File: config.mk
export PLATFORM = sky130hd
export DESIGN_NAME = hawk_att_lkup_flat
export DESIGN_NICKNAME = d
export VERILOG_FILES = /design/src/rtl/hawk_att_lkup_pkg.sv /design/src/rtl/hawk_att_lkup_if.sv /design/src/rtl/hawk_att_blk_extract.sv /design/src/rtl/hawk_att_lkup.sv /design/src/flat_wrapper.sv
export SDC_FILE = /design/constraint.sdc
export NUM_CORES = 2
export LEC_CHECK = 0
export CORE_UTILIZATION = 25
export DETAILED_ROUTE_END_ITERATION = 8
export SETUP_SLACK_MARGIN = 0.02
export SLEW_MARGIN = 20
export SYNTH_ARGS = -nofsm -noshare
export SYNTH_HDL_FRONTEND = slang
export SYNTH_SLANG_ARGS = --single-unit
File: constraint.sdc
create_clock -name clk_i -period 26.6 [get_ports clk_i]
set_input_delay 5.32 -clock clk_i [delete_from_list [all_inputs] [get_ports clk_i]]
set_output_delay 5.32 -clock clk_i [all_outputs]
set_load 0.01 [all_outputs]
File: src/rtl/hawk_att_lkup_pkg.sv
// Shared types and constants for the ATT lookup engine.
//   AttEntry           : 8-byte ATT entry {zpd_cnt, way, sts}
//   att_lkup_reqpkt_t  : lookup request {hppa, lookup}
//   att_lkup_resppkt_t : lookup result {entry, hppa, err, valid}
//   axi_rd_resppkt_t   : one AXI read beat {rdata, rresp, rlast}
//   att_blk_addr()     : 64B-aligned address of the ATT block holding an hppa
package hawk_att_lkup_pkg;

  localparam int BYTE              = 8;
  localparam int BLK_SIZE          = 64;
  localparam int AXI_DW            = BLK_SIZE * BYTE;
  localparam int ATT_ENTRY_SIZE    = 8;
  localparam int ENTRY_W           = ATT_ENTRY_SIZE * BYTE;
  localparam int ATT_ENTRY_PER_BLK = BLK_SIZE / ATT_ENTRY_SIZE;
  localparam int SLOT_W            = $clog2(ATT_ENTRY_PER_BLK);

  localparam logic [1:0] AXI_RESP_OKAY = 2'b00;

  typedef struct packed {
    logic [7:0]  zpd_cnt;
    logic [53:0] way;
    logic [1:0]  sts;
  } AttEntry;

  typedef struct packed {
    logic [47:0] hppa;
    logic        lookup;
  } att_lkup_reqpkt_t;

  typedef struct packed {
    AttEntry     entry;
    logic [47:0] hppa;
    logic        err;
    logic        valid;
  } att_lkup_resppkt_t;

  typedef struct packed {
    logic [AXI_DW-1:0] rdata;
    logic [1:0]        rresp;
    logic              rlast;
  } axi_rd_resppkt_t;

  typedef enum logic [1:0] {ST_IDLE, ST_AR, ST_R, ST_RESP} att_state_e;

  function automatic logic [63:0] att_blk_addr(input logic [63:0] base,
                                               input logic [47:0] hppa);
    logic [63:0] ent;
    ent = base + ({16'b0, hppa} * 64'(ATT_ENTRY_SIZE));
    return {ent[63:6], 6'b0};
  endfunction

endpackage

File: src/rtl/hawk_att_lkup_if.sv
// AXI read address/data channel bundle between the ATT lookup engine
// (master) and the AXI read master / memory side (slave).
//   araddr/arvalid/arready : read address channel
//   rdata/rresp/rvalid/rlast/rready : read data channel
interface hawk_att_lkup_if;
  import hawk_att_lkup_pkg::*;

  logic [63:0]       araddr;
  logic              arvalid;
  logic              arready;
  logic [AXI_DW-1:0] rdata;
  logic [1:0]        rresp;
  logic              rvalid;
  logic              rlast;
  logic              rready;

  modport master (output araddr, arvalid, rready,
                  input  arready, rdata, rresp, rvalid, rlast);
  modport slave  (input  araddr, arvalid, rready,
                  output arready, rdata, rresp, rvalid, rlast);
endinterface

File: src/rtl/hawk_att_blk_extract.sv
// Combinational slot mux: picks one 8-byte ATT entry out of a 64-byte block
// and splits it into its zpd_cnt / way / sts fields.
//   blk_i   : 512-bit ATT block (beat 0 of the fetch or cached copy)
//   slot_i  : entry index within the block (hppa[2:0])
//   entry_o : decoded AttEntry
module hawk_att_blk_extract
  import hawk_att_lkup_pkg::*;
(
  input  logic [AXI_DW-1:0] blk_i,
  input  logic [SLOT_W-1:0] slot_i,
  output AttEntry           entry_o
);
  logic [ENTRY_W-1:0] raw;

  always_comb begin
    raw = '0;
    for (int s = 0; s < ATT_ENTRY_PER_BLK; s++) begin
      if (slot_i == s[SLOT_W-1:0]) raw = blk_i[s*ENTRY_W +: ENTRY_W];
    end
    entry_o.zpd_cnt = raw[63:56];
    entry_o.way     = raw[55:2];
    entry_o.sts     = raw[1:0];
  end
endmodule

File: src/rtl/hawk_att_lkup.sv
// ATT lookup engine: accepts one hppa lookup at a time, fetches the 64B ATT
// block holding its entry over AXI read, extracts the 8B entry and returns it.
// Optional macro HAWK_ATT_LKUP_CACHE_EN adds a one-block cache of the last
// error-free fetch (inv_i clears it); without it inv_i is ignored.
// Ports:
//   clk_i, rst_i          : clock, asynchronous active-high reset
//   lkup_req_i/lkup_ready_o : request {hppa, lookup}, accepted in IDLE
//   axi                   : AXI read AR/R channels (master modport)
//   resp_valid_o/resp_ready_i : result handshake
//   resp_entry_o, resp_hppa_o, resp_err_o : registered result
//   inv_i                 : cache invalidate pulse
module hawk_att_lkup
  import hawk_att_lkup_pkg::*;
#(
  parameter logic [63:0] ATT_BASE  = 64'hFFF6100000,
  parameter int unsigned ENTRY_CNT = 16
) (
  input  logic             clk_i,
  input  logic             rst_i,
  input  att_lkup_reqpkt_t lkup_req_i,
  output logic             lkup_ready_o,
  hawk_att_lkup_if.master  axi,
  output logic             resp_valid_o,
  input  logic             resp_ready_i,
  output logic [63:0]      resp_entry_o,
  output logic [47:0]      resp_hppa_o,
  output logic             resp_err_o,
  input  logic             inv_i
);
  att_state_e        state_q, state_d;
  logic [63:0]       araddr_q, araddr_d;
  logic [47:0]       hppa_q, hppa_d;
  logic              err_q, err_d;      // sticky AXI error across the burst
  logic              got_q, got_d;      // beat 0 already captured
  logic [AXI_DW-1:0] beat0_q, beat0_d;
  att_lkup_resppkt_t resp_q, resp_d;

  logic [63:0]       req_blk;
  logic              req_in_range;
  logic              hit;
  logic              beat_err;
  logic [AXI_DW-1:0] fetch_blk;
  logic [AXI_DW-1:0] ext_blk;
  logic [SLOT_W-1:0] ext_slot;
  AttEntry           ext_entry;

  assign req_blk      = att_blk_addr(ATT_BASE, lkup_req_i.hppa);
  assign req_in_range = {16'b0, lkup_req_i.hppa} < 64'(ENTRY_CNT);
  assign beat_err     = axi.rresp != AXI_RESP_OKAY;
  // On a single-beat burst beat 0 is still on the bus, not yet in beat0_q.
  assign fetch_blk    = got_q ? beat0_q : axi.rdata;
  assign ext_slot     = (state_q == ST_IDLE) ? lkup_req_i.hppa[SLOT_W-1:0]
                                             : hppa_q[SLOT_W-1:0];

`ifdef HAWK_ATT_LKUP_CACHE_EN
  logic              cvalid_q, cvalid_d;
  logic [63:0]       ctag_q, ctag_d;
  logic [AXI_DW-1:0] cdata_q, cdata_d;

  // inv_i takes effect in the same cycle, so it also blocks a hit.
  assign hit     = cvalid_q && !inv_i && (ctag_q == req_blk);
  assign ext_blk = (state_q == ST_IDLE) ? cdata_q : fetch_blk;

  always_comb begin
    cvalid_d = cvalid_q;
    ctag_d   = ctag_q;
    cdata_d  = cdata_q;
    if (state_q == ST_R && axi.rvalid && axi.rlast && !err_q && !beat_err) begin
      cvalid_d = 1'b1;
      ctag_d   = araddr_q;
      cdata_d  = fetch_blk;
    end
    if (inv_i) cvalid_d = 1'b0;
  end

  always_ff @(posedge clk_i or posedge rst_i) begin
    if (rst_i) begin
      cvalid_q <= 1'b0;
      ctag_q   <= '0;
      cdata_q  <= '0;
    end else begin
      cvalid_q <= cvalid_d;
      ctag_q   <= ctag_d;
      cdata_q  <= cdata_d;
    end
  end
`else
  logic unused_inv;
  assign unused_inv = inv_i;
  assign hit        = 1'b0;
  assign ext_blk    = fetch_blk;
`endif

  hawk_att_blk_extract u_extract (
    .blk_i   (ext_blk),
    .slot_i  (ext_slot),
    .entry_o (ext_entry)
  );

  always_comb begin
    state_d  = state_q;
    araddr_d = araddr_q;
    hppa_d   = hppa_q;
    err_d    = err_q;
    got_d    = got_q;
    beat0_d  = beat0_q;
    resp_d   = resp_q;
    case (state_q)
      ST_IDLE: begin
        if (lkup_req_i.lookup) begin
          hppa_d = lkup_req_i.hppa;
          err_d  = 1'b0;
          got_d  = 1'b0;
          if (!req_in_range) begin
            resp_d  = '{entry: '0, hppa: lkup_req_i.hppa, err: 1'b1, valid: 1'b1};
            state_d = ST_RESP;
          end else if (hit) begin
            resp_d  = '{entry: ext_entry, hppa: lkup_req_i.hppa, err: 1'b0, valid: 1'b1};
            state_d = ST_RESP;
          end else begin
            araddr_d = req_blk;
            state_d  = ST_AR;
          end
        end
      end
      ST_AR: begin
        if (axi.arready) state_d = ST_R;
      end
      ST_R: begin
        if (axi.rvalid) begin
          if (!got_q) begin
            beat0_d = axi.rdata;
            got_d   = 1'b1;
          end
          if (beat_err) err_d = 1'b1;
          if (axi.rlast) begin
            resp_d  = '{entry: ext_entry, hppa: hppa_q, err: err_q | beat_err, valid: 1'b1};
            state_d = ST_RESP;
          end
        end
      end
      ST_RESP: begin
        if (resp_ready_i) begin
          resp_d.valid = 1'b0;
          state_d      = ST_IDLE;
        end
      end
      default: state_d = ST_IDLE;
    endcase
  end

  always_ff @(posedge clk_i or posedge rst_i) begin
    if (rst_i) begin
      state_q  <= ST_IDLE;
      araddr_q <= '0;
      hppa_q   <= '0;
      err_q    <= 1'b0;
      got_q    <= 1'b0;
      beat0_q  <= '0;
      resp_q   <= '0;
    end else begin
      state_q  <= state_d;
      araddr_q <= araddr_d;
      hppa_q   <= hppa_d;
      err_q    <= err_d;
      got_q    <= got_d;
      beat0_q  <= beat0_d;
      resp_q   <= resp_d;
    end
  end

  assign lkup_ready_o = state_q == ST_IDLE;
  assign axi.arvalid  = state_q == ST_AR;
  assign axi.rready   = state_q == ST_R;
  assign axi.araddr   = araddr_q;
  assign resp_valid_o = resp_q.valid;
  assign resp_entry_o = resp_q.entry;
  assign resp_hppa_o  = resp_q.hppa;
  assign resp_err_o   = resp_q.err;
endmodule

File: src/flat_wrapper.sv
// flat-port wrapper written by rule: the top's interface ports become plain ports
module hawk_att_lkup_flat import hawk_att_lkup_pkg::*;
#(
  parameter logic [63:0] ATT_BASE  = 64'hFFF6100000,
  parameter int unsigned ENTRY_CNT = 16
)
  (clk_i, rst_i, lkup_req_i, lkup_ready_o, resp_valid_o, resp_ready_i, resp_entry_o, resp_hppa_o, resp_err_o, inv_i, axi_araddr, axi_arvalid, axi_rready, axi_arready, axi_rdata, axi_rresp, axi_rvalid, axi_rlast);
  hawk_att_lkup_if axi_i ();
  input  logic clk_i;
  input  logic rst_i;
  input  att_lkup_reqpkt_t lkup_req_i;
  output logic lkup_ready_o;
  output logic resp_valid_o;
  input  logic resp_ready_i;
  output logic [63:0] resp_entry_o;
  output logic [47:0] resp_hppa_o;
  output logic resp_err_o;
  input  logic inv_i;
  output wire logic [$bits(axi_i.araddr)-1:0] axi_araddr;
  output wire logic [$bits(axi_i.arvalid)-1:0] axi_arvalid;
  output wire logic [$bits(axi_i.rready)-1:0] axi_rready;
  input wire logic [$bits(axi_i.arready)-1:0] axi_arready;
  input wire logic [$bits(axi_i.rdata)-1:0] axi_rdata;
  input wire logic [$bits(axi_i.rresp)-1:0] axi_rresp;
  input wire logic [$bits(axi_i.rvalid)-1:0] axi_rvalid;
  input wire logic [$bits(axi_i.rlast)-1:0] axi_rlast;
  assign axi_araddr = axi_i.araddr;
  assign axi_arvalid = axi_i.arvalid;
  assign axi_rready = axi_i.rready;
  assign axi_i.arready = axi_arready;
  assign axi_i.rdata = axi_rdata;
  assign axi_i.rresp = axi_rresp;
  assign axi_i.rvalid = axi_rvalid;
  assign axi_i.rlast = axi_rlast;
  hawk_att_lkup #(.ATT_BASE(ATT_BASE), .ENTRY_CNT(ENTRY_CNT)) u_core (.clk_i(clk_i), .rst_i(rst_i), .lkup_req_i(lkup_req_i), .lkup_ready_o(lkup_ready_o), .axi(axi_i), .resp_valid_o(resp_valid_o), .resp_ready_i(resp_ready_i), .resp_entry_o(resp_entry_o), .resp_hppa_o(resp_hppa_o), .resp_err_o(resp_err_o), .inv_i(inv_i));
endmodule
==> results.sh <==
export IMPL_rows=140
export IMPL_reg2regPathDepth=8
export IMPL_ctsHoldBuffers=0
export IMPL_wire_per_inst_um=24.49
export IMPL_worst_pin_slew_ps=1130
export IMPL_dp_hpwl_um=91480
export IMPL_track_usage_pct=17.99
export IMPL_final_cells=5630
export IMPL_layout_worst_path_cycle_share_pct=33.26
export IMPL_required_ps=27160
export IMPL_fin_util_pct=33.57
export IMPL_ios=751
export IMPL_cts_max_path_buffers=3
export IMPL_cts_buffers=89
export IMPL_clockRootBuffer="clkbuf_16"
export IMPL_criticalPathCategory="primary input to flip-flop"
export IMPL_final_setup_tns_ps=0
export IMPL_synth_most_common_cell="dfrtp_1"
export IMPL_cts_resized=0
export IMPL_worstPathArrival_ps=9410
export IMPL_path_clk_slew_ps=60
export IMPL_dieArea_um2=148800
export IMPL_synth_top_area_share_pct=49.20
export IMPL_antenna_found_initial=51
export IMPL_worst_path_most_repeated_cell="buf_4"
export IMPL_ys_seq_area_share_pct=49.20
export IMPL_crit_family="buffers and inverters"
export IMPL_drive_gt1_share_pct=26.08
export IMPL_port_buffers=731
export IMPL_first_pass_iters=5
export IMPL_grt_pass1_vias=29020
export IMPL_cts_setup_buffers=0
export IMPL_fp_dieW_um=385.8
export IMPL_p_sw_uw=2398
export IMPL_synth_cell_types=48
export IMPL_finalHoldViolations=0
export IMPL_synth_edf_count=0
export IMPL_max_slew_margin_rel_pct=24.67
export IMPL_mappedNetlistArea_um2=36820
export IMPL_max_cap_violations=0
export IMPL_switching_share_pct=39.54
export IMPL_outcome="complete, no violations"
export IMPL_total_power_uw=6065
export IMPL_reg2reg_slack_ps=21790
export IMPL_finalMaxSlewViolations=0
export IMPL_avgSynthCellArea_um2=12.25
export IMPL_gp_congestion=0.8091
export IMPL_ctsHtreeMaxLevel=3
export IMPL_overflow=0
export IMPL_worstSetupStartpointType="primary input"
export IMPL_dpl_cell_count=5450
export IMPL_intPower_uw=3667
export IMPL_synth_ff_type="dfrtp_1"
export IMPL_dp_slack_ps=16580
export IMPL_seq_power_share_pct=31.0
export IMPL_die_h_um=385.8
export IMPL_drtIter0Drc=1549
export IMPL_p_per_area_nw_per_um2=123.8
export IMPL_fp_coreArea_um2=145900
export IMPL_vias=28180
export IMPL_numClockSinks=724
export IMPL_worst_slack_ps=17750
export IMPL_combPwrFrac_pct=48.7
export IMPL_p_leak_uw=0.01979
export IMPL_worstSetupEndpointType="flip-flop"
export IMPL_worst_path_buf_inv=4
export IMPL_area_delta_synth_final_pct=33.02
export IMPL_cp_cell_sequence="clkdlybuf4s50_1 -> nand3b_1 -> buf_4 -> buf_4 -> buf_12 -> mux2_2"
export IMPL_holdCritPathClass="flip-flop to flip-flop"
export IMPL_path_depth=6
export IMPL_p_clk_share_pct=20.2
export IMPL_via_per_inst=5.006
export IMPL_yosysWarnings=0
export IMPL_slowest_stage="buf_4"
export IMPL_cts_tree="done"
export IMPL_grt_pass1_wl_um=199500
export IMPL_ys_async_sr_fraction_pct=100.0
export IMPL_ys_top_cells_by_count="dfrtp_1, mux2_2, nand2_1"
export IMPL_timing_fmax_mhz=113.0
export IMPL_skew_ps=33.79
export IMPL_worstSkewPairLatency_ps=700
export IMPL_postSynthCellCount=3006
export IMPL_min_path_cells=1
export IMPL_antenna_left=0
export IMPL_start_util_pct=25.23
export IMPL_drc=0
export IMPL_slowest_delay_ps=760
export IMPL_rsz0062_at_grt="no"
export IMPL_worstPathMaxFanout=171
export IMPL_final_nets=4199
export IMPL_ys_seq_elements=724
export IMPL_wirelength_um=137900
export IMPL_grt_max_degree=172
export IMPL_synth_largest_area_cell="dfrtp_1"
export IMPL_setup_viol=0
export IMPL_yosys_top_cells_area="dfrtp_1, mux2_2, mux2i_1, mux4_2, nand2_1"
export IMPL_fin_crit_ps=8848
export IMPL_ir_drop_v=0.00009817
[cells by family after synthesis]
group,count (synthesis),synth area share (%)
xor+xnor,1,0.02379
simple gates,404,5.301
buf+inv,292,3.670
flops,724,49.20
mux,927,29.57
compound gates,652,12.05
fa+ha+maj,5,0.1699
other cells,1,0.01018
[worst register-to-register path, stage by stage, from the launching register on]
cell      delay [ps]
dfrtp_1          400
inv_1             80
ha_2             190
buf_4            360
nand3b_1         610
buf_4            740
buf_4            850
buf_12           700
mux2_2           720
[final timing paths]
kind	from	endpoint
max	axi_rvalid	u_core.beat0_q[284]
min	u_core.axi.araddr[33]	u_core.axi.araddr[33]
max reg2reg	u_core.state_q[0]	u_core.beat0_q[284]
min reg2reg	u_core.axi.araddr[33]	u_core.axi.araddr[33]
max in group asynchronous	rst_i	u_core.resp_entry_o[20]
min in group asynchronous	rst_i	u_core.beat0_q[362]
[state kept, by name (all words and copies together), names as in the netlist]
name and count:
u_core.resp_entry_o 64, u_core.got_q 1, u_core.resp_hppa_o 48, u_core.resp_err_o 1, u_core.beat0_q 512, u_core.state_q 2
u_core.err_q 1, u_core.hppa_q 48, u_core.axi.araddr 46, u_core.resp_valid_o 1
[cells in the final DEF (no fill, tap or decap), drive strengths merged, types with 31 or more instances in the layout]
cell,count
o2bb2ai,57
o21ai,137
nor2b,31
a221oi,57
a21oi,182
mux2,662
nor3b,59
o31ai,62
mux2i,206
mux4,59
a2111oi,63
nand2,243
buf,65
dfrtp,724
clkdlybuf4s50,731
clkbuf,124
o221ai,59
[routing by layer]
layer / vias to the layer above / GRT usage, % / wire length, µm
met4: 48 / 5.870 / 3665
met2: 840 / 29.23 / 65670
li1: 12530 / - / -
met3: 239 / 5.317 / 9841
met5: - / 0 / 318
met1: 14530 / 22.74 / 58360
[per-stage QoR]
stage | hold WS, ps | instance area, µm²
3_3_place_gp | 452.0 | 45990
4_1_cts | 468.2 | 48910
5_1_grt | 479.7 | 48960
2_1_floorplan | 473.7 | 36880
3_5_place_dp | 453.2 | 45990
6_report | 463.1 | 48980
[power groups by stage]
| stage | logic, µW | clock network, µW | registers, µW |
|---|---|---|---|
| after floorplan | 1930 | 0 | 1860 |
| after global routing | 3190 | 1310 | 1940 |
| after global placement | 2970 | 0 | 1860 |
| final | 2960 | 1230 | 1880 |
| after detailed placement | 3000 | 0 | 1890 |
| after CTS | 3010 | 1260 | 1880 |
[cell type report]
type                       count  area [µm²]
clock buffer                 124        2529
timing repair buffer         796        7871
antenna                       24       60.06
clock inverter                32       394.1
inverter                       6       30.03
fill                       14520       96940
multi-input combinational   2007       17570
sequential                   724       18120
tap                         1917        2399
(Power assumes the default switching activity.)
